## config.mk

```make
export PLATFORM = sky130hd
export DESIGN_NAME = adc_cap_scheduler_flat
export DESIGN_NICKNAME = d
export VERILOG_FILES = /design/src/rtl/adc_cap_scheduler_if.sv /design/src/rtl/adc_cap_scheduler.sv /design/src/flat_wrapper.sv
export SDC_FILE = /design/constraint.sdc
export NUM_CORES = 1
export LEC_CHECK = 0
export ABC_AREA = 0
export BUFFER_PORTS_ARGS = -buffer_cell sky130_fd_sc_hd__buf_2
export CORE_AREA = 2 2 99 53
export DETAILED_ROUTE_END_ITERATION = 7
export DIE_AREA = 0 0 101 55
export HOLD_SLACK_MARGIN = 0.05
export PLACE_DENSITY = 0.74
export SLEW_MARGIN = 30
export SYNTH_ARGS = -nofsm -noshare
export SYNTH_HDL_FRONTEND = slang
export SYNTH_SLANG_ARGS = --single-unit
```

## constraint.sdc

```tcl
create_clock -name clk -period 2.05 [get_ports clk]
set_input_delay 0.1025 -clock clk [delete_from_list [all_inputs] [get_ports clk]]
set_output_delay 0.1025 -clock clk [all_outputs]
set_load 0.02 [all_outputs]
```

## src/rtl/adc_cap_scheduler_if.sv

```systemverilog
// adc_cap_scheduler_if: requester/ADC handshake bundle for the capture scheduler.
interface adc_cap_scheduler_if #(parameter int NUM_REQ = 4);
  logic [NUM_REQ-1:0] req;
  logic [NUM_REQ-1:0] grant;
  logic [NUM_REQ-1:0] done;
  logic               start_capture_n;
  logic               adc_done;
  logic               timeout_err;
  logic               busy;
  modport master (input req, adc_done, output grant, done, start_capture_n, timeout_err, busy);
  modport slave  (output req, adc_done, input grant, done, start_capture_n, timeout_err, busy);
endinterface

```

## src/rtl/adc_cap_scheduler.sv

```systemverilog
// adc_cap_scheduler: round-robin owner of the ADC start strobe with hold, timeout and gap timing.
// Define ADC_CAP_SCHED_STATS_EN to add saturating capture/timeout counters with stats_clr.
module adc_cap_scheduler #(
  parameter int NUM_REQ       = 4,
  parameter int HOLD_TICKS    = 100,
  parameter int TIMEOUT_TICKS = 4096,
  parameter int MIN_GAP_TICKS = 16
) (
  input logic clk,
  input logic reset,
  adc_cap_scheduler_if.master bus
`ifdef ADC_CAP_SCHED_STATS_EN
  ,
  input  logic        stats_clr,
  output logic [15:0] cap_count,
  output logic [7:0]  timeout_count
`endif
);
  localparam int HW = $clog2(HOLD_TICKS + 1);
  localparam int TW = $clog2(TIMEOUT_TICKS + 1);
  localparam int GW = MIN_GAP_TICKS > 0 ? $clog2(MIN_GAP_TICKS + 1) : 1;
  localparam int PW = $clog2(NUM_REQ);
  typedef enum logic [1:0] {IDLE, HOLD, WAIT, GAP} state_t;
  state_t             state_q, state_d;
  logic [HW-1:0]      hold_q, hold_d;
  logic [TW-1:0]      to_q, to_d;
  logic [GW-1:0]      gap_q, gap_d;
  logic [PW-1:0]      ptr_q, ptr_d, sel, idx;
  logic [NUM_REQ-1:0] grant_q, grant_d, done_q, done_d;
  logic               start_n_q, start_n_d, tout_q, tout_d, busy_q, busy_d;
  // Scan downward so the last hit is the nearest set bit at or above the pointer.
  always_comb begin
    sel = '0;
    idx = '0;
    for (int k = NUM_REQ - 1; k >= 0; k--) begin
      idx = PW'((int'(ptr_q) + k) % NUM_REQ);
      if (bus.req[idx]) sel = idx;
    end
  end
  always_comb begin
    state_d   = state_q;
    hold_d    = hold_q;
    to_d      = to_q;
    gap_d     = gap_q;
    ptr_d     = ptr_q;
    grant_d   = grant_q;
    start_n_d = start_n_q;
    busy_d    = busy_q;
    done_d    = '0;
    tout_d    = 1'b0;
    case (state_q)
      IDLE: if (|bus.req) begin
        state_d   = HOLD;
        grant_d   = NUM_REQ'(1) << sel;
        start_n_d = 1'b0;
        busy_d    = 1'b1;
        hold_d    = HW'(HOLD_TICKS - 1);
        ptr_d     = (sel == PW'(NUM_REQ - 1)) ? '0 : sel + 1'b1;
      end
      HOLD: if (hold_q == '0) begin
        state_d   = WAIT;
        start_n_d = 1'b1;
        to_d      = TW'(TIMEOUT_TICKS - 1);
      end else hold_d = hold_q - 1'b1;
      // adc_done wins over an expiry on the same edge.
      WAIT: if (bus.adc_done || to_q == '0) begin
        done_d  = bus.adc_done ? grant_q : '0;
        tout_d  = !bus.adc_done;
        grant_d = '0;
        state_d = MIN_GAP_TICKS == 0 ? IDLE : GAP;
        busy_d  = MIN_GAP_TICKS != 0;
        gap_d   = GW'(MIN_GAP_TICKS > 0 ? MIN_GAP_TICKS - 1 : 0);
      end else to_d = to_q - 1'b1;
      GAP: if (gap_q == '0) begin
        state_d = IDLE;
        busy_d  = 1'b0;
      end else gap_d = gap_q - 1'b1;
      default: state_d = IDLE;
    endcase
  end
  always_ff @(posedge clk or negedge reset) begin
    if (!reset) begin
      state_q   <= IDLE;
      hold_q    <= '0;
      to_q      <= '0;
      gap_q     <= '0;
      ptr_q     <= '0;
      grant_q   <= '0;
      done_q    <= '0;
      start_n_q <= 1'b1;
      tout_q    <= 1'b0;
      busy_q    <= 1'b0;
    end else begin
      state_q   <= state_d;
      hold_q    <= hold_d;
      to_q      <= to_d;
      gap_q     <= gap_d;
      ptr_q     <= ptr_d;
      grant_q   <= grant_d;
      done_q    <= done_d;
      start_n_q <= start_n_d;
      tout_q    <= tout_d;
      busy_q    <= busy_d;
    end
  end
  assign bus.grant           = grant_q;
  assign bus.done            = done_q;
  assign bus.start_capture_n = start_n_q;
  assign bus.timeout_err     = tout_q;
  assign bus.busy            = busy_q;
`ifdef ADC_CAP_SCHED_STATS_EN
  logic [15:0] cap_q, cap_d;
  logic [7:0]  tcnt_q, tcnt_d;
  always_comb begin
    cap_d  = stats_clr ? '0 : (|done_d && !(&cap_q)) ? cap_q + 1'b1 : cap_q;
    tcnt_d = stats_clr ? '0 : (tout_d && !(&tcnt_q)) ? tcnt_q + 1'b1 : tcnt_q;
  end
  always_ff @(posedge clk or negedge reset) begin
    if (!reset) begin
      cap_q  <= '0;
      tcnt_q <= '0;
    end else begin
      cap_q  <= cap_d;
      tcnt_q <= tcnt_d;
    end
  end
  assign cap_count     = cap_q;
  assign timeout_count = tcnt_q;
`endif
endmodule

```

## src/flat_wrapper.sv

```systemverilog
// flat-port wrapper written by rule: the top's interface ports become plain ports
module adc_cap_scheduler_flat 
#(
  parameter int NUM_REQ       = 4,
  parameter int HOLD_TICKS    = 100,
  parameter int TIMEOUT_TICKS = 4096,
  parameter int MIN_GAP_TICKS = 16
)
  (clk, reset, bus_req, bus_adc_done, bus_grant, bus_done, bus_start_capture_n, bus_timeout_err, bus_busy);
  adc_cap_scheduler_if #(.NUM_REQ(NUM_REQ)) bus_i ();
  input logic clk;
  input logic reset;
  input wire logic [$bits(bus_i.req)-1:0] bus_req;
  input wire logic [$bits(bus_i.adc_done)-1:0] bus_adc_done;
  output wire logic [$bits(bus_i.grant)-1:0] bus_grant;
  output wire logic [$bits(bus_i.done)-1:0] bus_done;
  output wire logic [$bits(bus_i.start_capture_n)-1:0] bus_start_capture_n;
  output wire logic [$bits(bus_i.timeout_err)-1:0] bus_timeout_err;
  output wire logic [$bits(bus_i.busy)-1:0] bus_busy;
  assign bus_i.req = bus_req;
  assign bus_i.adc_done = bus_adc_done;
  assign bus_grant = bus_i.grant;
  assign bus_done = bus_i.done;
  assign bus_start_capture_n = bus_i.start_capture_n;
  assign bus_timeout_err = bus_i.timeout_err;
  assign bus_busy = bus_i.busy;
  adc_cap_scheduler #(.NUM_REQ(NUM_REQ), .HOLD_TICKS(HOLD_TICKS), .TIMEOUT_TICKS(TIMEOUT_TICKS), .MIN_GAP_TICKS(MIN_GAP_TICKS)) u_core (.clk(clk), .reset(reset), .bus(bus_i));
endmodule
```

# Word level (Yosys, flattened, before mapping)

Cells that the tools add are included.

Output and inout bits: 11
Logic and storage cells: 95
Input bits: 7
Register bits after elaboration: 40

Multiplexer cells: 42
Equality and inequality tests: 11
Reductions and logical operators: 20
Shift operators: 1
Order comparisons: 4
Add/sub/neg operators: 7

Operator list:

| kind                    | number |
|---|---|
| $mux W13                | 2 |
| $pmux W13 S2            | 1 |
| $mux W4                 | 5 |
| $mux W2                 | 9 |
| $reduce_and A3 Y1       | 5 |
| $mux W7                 | 2 |
| $pmux W7 S2             | 1 |
| $logic_not A13 Y1       | 1 |
| $sub A13 B1 Y13 const B | 1 |
| $lt A2 B3 Y1 const B    | 4 |
| $mux W1                 | 11 |
| $mux W5                 | 2 |
| $pmux W5 S2             | 1 |
| $bmux W1 S2             | 4 |
| $ne A2 B1 Y1 const B    | 4 |
| $pmux W2 S4             | 1 |
| $pmux W4 S2             | 1 |
| $reduce_and A4 Y1       | 2 |
| $reduce_bool A2 Y1      | 4 |
| $logic_not A7 Y1        | 1 |
| $sub A7 B1 Y7 const B   | 1 |
| $eq A2 B2 Y1 const B    | 3 |
| $ne A2 B2 Y1 const B    | 3 |
| $logic_not A5 Y1        | 1 |
| 13 further kinds        | 15 |

# Longest topological paths before layout

Depth in word-level cells: 10
Gate-level depth with buffers: 8
Gate-level depth less buffers: 8

# Worst setup path after synthesis

OpenSTA, ideal clock, no wires.

Kind: register -> register
Start point: reg u_core.to_q[0]
End point: reg u_core.state_q[0]
Cell stages (with the launch flop): 8
Setup time: 127 ps
Clock period less this slack: 1917 ps
Data required time: 1923 ps
Arrival: 1789 ps
Path buffers: 0
Slack: 133 ps
Path through: dfrtp_1 -> inv_1 -> ha_1 -> nor3b_2 -> a41oi_4 -> a21oi_4 -> nand3_2 -> mux2_1

Longest elaborated chain between the ends: 4

RTL lines:

| item                        | line                    | source |
|---|---|---|
| start, declared             | adc_cap_scheduler.sv:26 | `logic [TW-1:0] to_q, to_d;` |
| start signal, assigned      | adc_cap_scheduler.sv:96 | `to_q <= to_d;` |
| $logic_not A13 Y1           | adc_cap_scheduler.sv:66 | `WAIT: if (bus.adc_done \|\| to_q == '0) begin` |
| $logic_or A1 B1 Y1          | adc_cap_scheduler.sv:66 |  |
| $ne A2 B1 Y1 (no line)      | n/a                     |  |
| $reduce_and A4 Y1 (no line) | n/a                     |  |
| end signal, assigned        | adc_cap_scheduler.sv:94 | `state_q <= state_d;` |
| end, declared               | adc_cap_scheduler.sv:24 | `state_t state_q, state_d;` |

No other way between the ends.
A chain may end at the register's enable or synchronous reset.

# Final worst setup path

Start point: reg u_core.state_q[0]
End point: reg u_core.to_q[10]

Longest elaborated chain between the ends: 3
Elaborated cells on any way between the ends: 7
Classes of those cells: 4 x eq/ne; 1 x mux; 2 x reduce/logical

RTL lines:

| item                                                | line                    | source |
|---|---|---|
| $eq A2 B2 Y1 / $eq A2 B1 Y1 (equally long branches) | adc_cap_scheduler.sv:51 | `case (state_q)` |
| $ne A2 B2 Y1 (no line) (tied with other cells)      | n/a                     |  |
| $reduce_and A3 Y1 (no line)                         | n/a                     |  |

Several ways; a longest one is shown, not always the timed one.

==> run_results.csv <==
group,metric,value,unit
synthesis,yosys.area.top_type_share,40.0,%
synthesis,synth_nets,273,
floorplan,rows,18,
cts,root_buffer,"clkbuf_8",
synthesis,post_synth_num_cell_types,59,
finish,layout-drive-gt1-share,25.8,%
run_status,status,"completed",
cts,h-tree-depth,2,
finish,fin_cells,351,
timing,setup_tns,0,ps
synthesis,ys_seq_area_share,41.1,%
global_route,antenna_found_initial,0,
placement,dp_cells,340,
drt,drt-vias-per-instance,5.94,
flow_run,max_cap_viol_count,0,
synthesis,synth_edf_count,0,
timing,max_slew_margin,60.8,%
synthesis,synthFlopType,"dfrtp_1",
power,p_total,3.81,mW
drt,vias,2086,
synthesis,async_reset_ff_share,100,%
synthesis,syn_inst,253,
drt,wirelength,5.80,mm
finish,register_area,1000,µm²
placement,globalplace.congestion,0.905,
global_route,grt-ovfl-total,0,
placement,portBuffers,17,
finish,diodes,0,
floorplan,coreArea,4730,µm²
global_route,grt_max_degree,30,
drt,drc,0,
finish,nets,310,
synthesis,yosysMostFrequentCell,"dfrtp_1",
finish,nFillCells,391,
synthesis,synth_top_area_cell,"dfrtp_1",
timing,fin_crit_sh,98.8,%
cts,clk_latency,300,ps
finish,design_area,2940,µm²
cts,cts_buffers,5,
power,ir_worst_vdd,0.000592,V
floorplan,die_h,55,µm
synthesis,synth_warnings,0,
timing,setup_viol,0,
setup_path,critPathKind,"flop to flop",
cts,tritoncts,"yes",
cts,cts_sinks,40,
global_route,grt_pass1_vias,1826,
floorplan,dieArea,5560,µm²
setup_path,worstSetupEndpointType,"flop",
power,p_leak,1.27,nW
global_route,grt_usage,22.1,%
timing,fmax,494,MHz
timing,clock_skew,8.64,ps
finish,area_delta_synth_final,20.2,%
synthesis,syn_avg_cell_area,9.65,µm²
placement,place_hpwl,4.38,mm
cts,clk_pin_slew,90,ps
placement,post_dp_cell_area,2720,µm²
floorplan,io_pins,18,
drt,antenna_left,0,
timing,hold_viol,0,
synthesis,ys_ff_latch,40,
drt,wire_per_inst,16.5,µm
setup_path,cp_data_arrival_time,2210,ps
finish,fin_util,62.1,%
power,power_density,1300,nW/µm²
drt,drtPass1Iterations,4,
finish,multiInputGateArea,1420,µm²
timing,min_period,2030,ps
synthesis,synthTopCellsByCount,"dfrtp_1, nand2_1, nor2_1, o21ai_0, inv_1",
setup_path,startpoint_type,"flop",
drt,drt_iter0_markers,120,
timing,tightest_slew,586,ps
global_route,grt_first_pass_wirelength,9.25,mm
setup_path,required,2230,ps
synthesis,netlist_area,2440,µm²
setup_path,cp_max_fo,5,
hold_path,min_path_type,"input port to flop",
floorplan,die_w,101,µm
synthesis,synthTopCellsByArea,"dfrtp_1, ha_1, o21ai_0",
cts,clock_path_buffers,2,
timing,rsz0062_at_grt,"true",
floorplan,start_util,51.6,%
timing,final_max_slew_viol_count,0,
==> cells by family after synthesis <==
logic type / after synthesis / synth area share, %
AND/OR/NAND/NOR: 90 / 22.0
adder cells (fa/ha/maj): 13 / 6.66
multiplexers: 4 / 1.79
buffers and inverters: 22 / 3.43
XOR/XNOR: 4 / 1.44
AO/OA/AOI/OAI: 80 / 23.6
flip-flops: 40 / 41.1
==> final timing paths <==
| check | depth (start not counted) | from | endpoint | slack (ps) |
|---|---|---|---|---|
| max | 7 | u_core.state_q[0] | u_core.to_q[10] | 20 |
| min | 2 | bus_adc_done | u_core.bus.done[2] | 160 |
| max reg2reg | 7 | u_core.state_q[0] | u_core.to_q[10] | 20 |
| min reg2reg | 1 | u_core.to_q[10] | u_core.to_q[10] | 540 |
| max in group asynchronous | 3 | reset | u_core.bus.start_capture_n | 1220 |
| min in group asynchronous | 2 | reset | u_core.to_q[7] | 260 |
==> metrics by stage <==
stage / worst slack [ps] / hold slack, ps
finish: 24.0 / 159
floorplan: 133 / -193
global placement: 65.1 / 46.4
global route: -37.4 / 166
CTS: 1.43 / 154
detailed placement: 4.61 / 48.2
==> worst max-delay path, stage by stage (launching register included) <==
cell      delay [ps]
dfrtp_1          430
inv_1            100
ha_1             360
nor2b_2          190
a31oi_2          380
nor2_1           150
a211oi_1         250
a31oi_1           60
==> where the power goes <==
group,switching [mW],internal [mW]
Clock,0.298,0.398
Sequential,0.251,0.979
Combinational,1.10,0.778
Total,1.65,2.16
==> layout by cell type, fill, tap and decap left out, drive strengths merged, types with 2 or more instances in the layout <==
cell type / count
a211o: 2
a211oi: 3
a21oi: 13
a22o: 2
a22oi: 4
a31o: 2
a31oi: 12
a41oi: 2
and2: 2
and3: 6
buf: 37
clkbuf: 6
dfrtp: 39
ha: 13
inv: 14
mux2: 3
nand2: 20
nand2b: 7
nand3: 10
nand4: 3
nor2: 16
nor2b: 5
nor3: 5
nor3b: 2
nor4: 6
nor4b: 2
o21a: 3
o21ai: 22
o31a: 2
o31ai: 2
o41ai: 3
or3: 3
xor2: 4
==> layer usage <==
metal / GRT usage, % / share of wire (%) / wire, µm / vias up
li1: - / - / - / 1004
met1: 35.8 / 58 / 3350 / 1034
met2: 28.8 / 38 / 2210 / 43
met3: 5.03 / 3.7 / 214 / 5
met4: 4.50 / 0.48 / 28 / 0
met5: 0 / 0 / 0 / -
==> registers in the layout, indices dropped and copies added (netlist names) <==
register,cells
u_core.state_q,2
u_core.to_q,13
u_core.ptr_q,2
u_core.bus.busy,1
u_core.bus.grant,4
u_core.bus.done,4
u_core.bus.start_capture_n,1
u_core.gap_q,5
u_core.hold_q,7
u_core.bus.timeout_err,1
==> timing repair <==
item | 4_1_cts | 5_1_grt
endpoints found under the setup margin | 0 | 23
gates resized for setup | 0 | 17
hold buffers | 1 | 0
buffers inserted | 0 | 2
hold endpoints to repair | 16 | 0
==> final cells by class <==
type / instances / area share [%]
Inverter: 14 / 1.79
Clock buffer: 6 / 2.81
Timing Repair Buffer: 38 / 8.91
Sequential cell: 40 / 34.1
Multi-Input combinational cell: 191 / 48.5
Tap cell: 60 / 2.56
Clock inverter: 2 / 1.32
Power figures use the tool's default switching activity.
